$ cat src/rtl/dsp_result_drain.sv
// dsp_result_drain: captures DSP48A1 output-stage results into a small FIFO and
// presents them downstream over valid/ready. The stall output asserts at the
// almost-full level so the slice clock enables can hold the pipeline.
// Optional macro DSP_DRAIN_OVF_EN adds a sticky overflow flag. Without it, ovf
// is tied low and overflow words are dropped silently.
module dsp_result_drain #(
  parameter int unsigned WIDTH     = 49,
  parameter int unsigned DEPTH     = 4,
  parameter int unsigned AFULL_LVL = 3
) (
  input  logic                       clk,
  input  logic                       rst,
  input  logic                       in_vld,
  input  logic [WIDTH-1:0]           in_data,
  output logic                       out_vld,
  output logic [WIDTH-1:0]           out_data,
  input  logic                       out_rdy,
  output logic [$clog2(DEPTH):0]     count,
  output logic                       full,
  output logic                       stall,
  output logic                       ovf
);

  localparam int unsigned AW = (DEPTH > 1) ? $clog2(DEPTH) : 1;
  localparam int unsigned CW = $clog2(DEPTH) + 1;

  logic [WIDTH-1:0] r_mem [DEPTH];
  logic [AW-1:0]    r_wr_ptr;
  logic [AW-1:0]    r_rd_ptr;
  logic [CW-1:0]    r_count;

  logic w_full;
  logic w_pop;
  logic w_push;

  // Status comes only from the registered occupancy.
  assign w_full   = (r_count == CW'(DEPTH));
  assign w_pop    = (r_count != '0) & out_rdy;
  // When full, a write is only accepted if the head leaves in the same cycle.
  assign w_push   = in_vld & (~w_full | w_pop);

  assign out_vld  = (r_count != '0);
  assign out_data = r_mem[r_rd_ptr];
  assign count    = r_count;
  assign full     = w_full;
  assign stall    = (r_count >= CW'(AFULL_LVL));

  // Storage write and write pointer; the pointer wraps naturally at DEPTH.
  always_ff @(posedge clk) begin
    if (rst) begin
      for (int i = 0; i < int'(DEPTH); i++) begin
        r_mem[i] <= '0;
      end
      r_wr_ptr <= '0;
    end else if (w_push) begin
      r_mem[r_wr_ptr] <= in_data;
      r_wr_ptr        <= r_wr_ptr + AW'(1);
    end
  end

  // Read pointer advances on every accepted head word.
  always_ff @(posedge clk) begin
    if (rst) begin
      r_rd_ptr <= '0;
    end else if (w_pop) begin
      r_rd_ptr <= r_rd_ptr + AW'(1);
    end
  end

  // Occupancy: a simultaneous push and pop leaves it unchanged.
  always_ff @(posedge clk) begin
    if (rst) begin
      r_count <= '0;
    end else begin
      case ({w_push, w_pop})
        2'b10:   r_count <= r_count + CW'(1);
        2'b01:   r_count <= r_count - CW'(1);
        default: r_count <= r_count;
      endcase
    end
  end

`ifdef DSP_DRAIN_OVF_EN
  logic r_ovf;

  // Sticky flag for a word lost while full with no pop to make room.
  always_ff @(posedge clk) begin
    if (rst) begin
      r_ovf <= 1'b0;
    end else if (in_vld & w_full & ~w_pop) begin
      r_ovf <= 1'b1;
    end
  end

  assign ovf = r_ovf;
`else
  assign ovf = 1'b0;
`endif

endmodule
$ cat config.mk
export PLATFORM = sky130hd
export DESIGN_NAME = dsp_result_drain
export DESIGN_NICKNAME = d
export VERILOG_FILES = /design/src/rtl/dsp_result_drain.sv
export SDC_FILE = /design/constraint.sdc
export NUM_CORES = 1
export LEC_CHECK = 0
export ABC_AREA = 1
export BUFFER_PORTS_ARGS = -buffer_cell sky130_fd_sc_hd__buf_2
export CAP_MARGIN = 20
export CORE_ASPECT_RATIO = 0.5
export CORE_MARGIN = 3
export CORE_UTILIZATION = 55
export CTS_CLUSTER_SIZE = 20
export DETAILED_ROUTE_END_ITERATION = 6
export GPL_TIMING_DRIVEN = 0
export HOLD_SLACK_MARGIN = 0.12
export PLACE_DENSITY = 0.76
export SETUP_SLACK_MARGIN = 0.02
export SYNTH_ARGS = -nofsm -noshare
export SYNTH_HDL_FRONTEND = slang
export SYNTH_SLANG_ARGS = --single-unit
$ cat constraint.sdc
create_clock -name clk -period 5.65 [get_ports clk]
set_input_delay 0.2825 -clock clk [delete_from_list [all_inputs] [get_ports clk]]
set_output_delay 0.2825 -clock clk [all_outputs]
set_load 0.01 [all_outputs]
==> impl_metrics.json <==
{
  "status": "complete, no violations",
  "synth_adder_area_share_pct": 0.222,
  "syn_inst": 863,
  "first_iter_violations": 851,
  "ys_warn_count": 0,
  "wl_um": 22200,
  "die-area_um2": 18100,
  "synth_seq_area_share_pct": 67.1,
  "timing_worst_slew_pin_value_ns": 0.799,
  "ant_nets": 0,
  "finish.utilization_pct": 67.8,
  "num_vias": 6863,
  "final_common_cell": "nor2_1",
  "layout_common_cells": "nor2_1 (240), edfxtp_1 (196), buf_2 (120), o21ai_0 (104), inv_1 (100)",
  "clock_latency_ns": 0.48,
  "syn_nets": 917,
  "cp-end-kind": "output pin",
  "cts_max_path_buffers": 3,
  "synth_cell_types": 28,
  "dp_hpwl_um": 14300,
  "synth_top_family_by_area": "simple AND/OR/NAND/NOR gates",
  "cts_resized": 0,
  "area_growth_pct": 18.1,
  "grt_max_degree": 26,
  "worstSetupPathType": "reg2out",
  "grt_antenna_before_repair": 0,
  "place_inst": 1201,
  "hold_viol": 0,
  "firstDrtPassIters": 5,
  "grt_pass1_vias": 6897,
  "rsz0062_at_grt": "no",
  "antenna_cells": 0,
  "port_buffers": 107,
  "r2r-start": "r_wr_ptr[1]$_SDFFE_PP0P_",
  "arrival_ns": 2.45,
  "cts-hold-fix-buffers": 0,
  "crit_fanout": 10,
  "die-height_um": 96.6,
  "cp-start-kind": "flop",
  "die_x_um": 187,
  "ff2ff_path_depth": 8,
  "r2r_slack_ns": 3.24,
  "ys.flop_type": "edfxtp_1",
  "viasPerCell": 5.57,
  "postCtsSetupBuffers": 0,
  "numClockSinks": 205,
  "fmax_mhz": 366,
  "initial_core_util_pct": 57.4,
  "synthArstFlopShare_pct": 0,
  "grt_pass1_wl_um": 35400,
  "power_density_nw_per_um2": 358,
  "setup_violations": 0,
  "core_um2": 15700,
  "synthSimpleGateAreaFrac_pct": 15.1,
  "final_max_slew_viol_count": 0,
  "fin_crit_sh_pct": 48.3,
  "worstPathRequired_ns": 5.37,
  "p_leak_nw": 4.23,
  "ir_worst_vdd_mv": 0.199,
  "drive_gt1_share_pct": 18.4,
  "setup_tns_ns": 0,
  "gr-usage-all-layers_pct": 24.5,
  "post-route-min-period_ns": 2.73,
  "wl_per_cell_um": 18.0,
  "r2r_end": "r_mem[2][23]$_SDFFCE_PN0P_",
  "relSlewSlack_pct": 46.7,
  "cts_tree": "yes",
  "syn_area_per_cell_um2": 10.5,
  "drv_cap": 0,
  "io_pins": 109,
  "muxShareOfSynthArea_pct": 0,
  "cts_made_buffers": 19,
  "overflow": 0,
  "path_clk_slew_ns": 0.07,
  "rows": 32,
  "finalWeightedCongestion": 0.796,
  "cts-root-buf": "clkbuf_16",
  "final_nets": 1055,
  "drcViolationCount": 0,
  "crit_end": "out_data[47]",
  "synth_area_um2": 9040,
  "cts_max_level": 1,
  "synth-compound-area-share_pct": 9.82,
  "hold_class": "in2reg",
  "synth-seq-cells": 205,
  "fin_skew_ns": 0.0104,
  "synth_xor_xnor_area_share_pct": 0,
  "synth_edf_count": 196,
  "final_cell_count_no_fill": 1232
}
## worst min path at each step
| stage | from | to | cells after the start | slack [ns] |
|---|---|---|---|---|
| final | in_data[0] | r_mem[3][0]$_DFFE_PP_ | 3 | 0.16 |
| after CTS | in_data[9] | r_mem[0][9]$_SDFFCE_PN0P_ | 3 | 0.15 |
| after global placement | r_rd_ptr[0]$_SDFFE_PP0N_ | r_rd_ptr[0]$_SDFFE_PP0N_ | 1 | 0.45 |
| after global routing | in_data[9] | r_mem[0][9]$_SDFFCE_PN0P_ | 3 | 0.15 |
| after detailed placement | r_rd_ptr[0]$_SDFFE_PP0N_ | r_rd_ptr[0]$_SDFFE_PP0N_ | 1 | 0.47 |
| after floorplan | r_rd_ptr[1]$_SDFFE_PP0N_ | flop | 2 | 0.44 |
## cells in the mapped netlist (all sizes together), types with 6 or more instances
| cell | n | area (µm²) |
|---|---|---|
| edfxtp | 196 | 5890 |
| nor2 | 251 | 1020 |
| nand3 | 6 | 42.5 |
| buf | 18 | 110 |
| a21oi | 6 | 30.0 |
| o21ai | 107 | 536 |
| nand2 | 12 | 55.1 |
| o22ai | 49 | 307 |
| nor3 | 49 | 245 |
| clkbuf | 41 | 154 |
| dfxtp | 9 | 180 |
| inv | 113 | 424 |
## layout make-up
class | count | area [µm²]
inverters | 114 | 428
clock inverters | 8 | 61.3
flip-flops and latches | 205 | 6070
multi-input cells | 485 | 2330
plain buffers | 59 | 264
repair buffers | 117 | 758
well taps | 221 | 277
fillers | 1155 | 5060
clock buffers | 23 | 490
## sequential cells by signal (all words and copies together) (netlist names), named ones only
signal,count
r_rd_ptr,2
r_wr_ptr,2
count,3
r_mem,196
## metal layers
metal | vias up | global-route usage, % | part of all wire, %
met5 | - | 0 | 0
met4 | 0 | 7.25 | 1.8
met3 | 30 | 3.95 | 8.7
met2 | 359 | 39.9 | 48
met1 | 3277 | 34.5 | 42
li1 | 3197 | - | -
## kinds of logic (layout without fill, tap and decap cells)
| kind of cell | Yosys count | in the layout |
|---|---|---|
| flops | 205 | 205 |
| other cells | 1 | 1 |
| simple gates | 319 | 319 |
| compound gates | 164 | 164 |
| buf+inv | 173 | 321 |
| fa+ha+maj | 1 | 1 |
## where the power goes
| part | internal, mW | switching (mW) |
|---|---|---|
| Clock | 0.661 | 0.533 |
| Combinational | 0.264 | 0.545 |
| Sequential | 1.79 | 0.0334 |
## worst max-delay path: stages, from the launching register on
cell and delay [ns]:
dfxtp_1 0.38, inv_1 0.13, clkbuf_1 0.39, clkbuf_1 0.44, o21ai_0 0.20, o22ai_1 0.23
buf_2 0.18
## through the flow
| step | total power, mW | setup WS [ns] | hold slack (ns) | cell area (µm²) |
|---|---|---|---|---|
| floorplan | 2.32 | 0.718 | 0.436 | 9040 |
| global placement | 2.63 | -1.97 | 0.454 | 9850 |
| detailed placement | 2.66 | 3.29 | 0.471 | 10100 |
| CTS | 3.83 | 2.97 | 0.149 | 10700 |
| global route | 3.98 | 2.84 | 0.153 | 10700 |
| finish | 3.82 | 2.92 | 0.158 | 10700 |
Note: power is estimated with default switching activity, not from simulation.
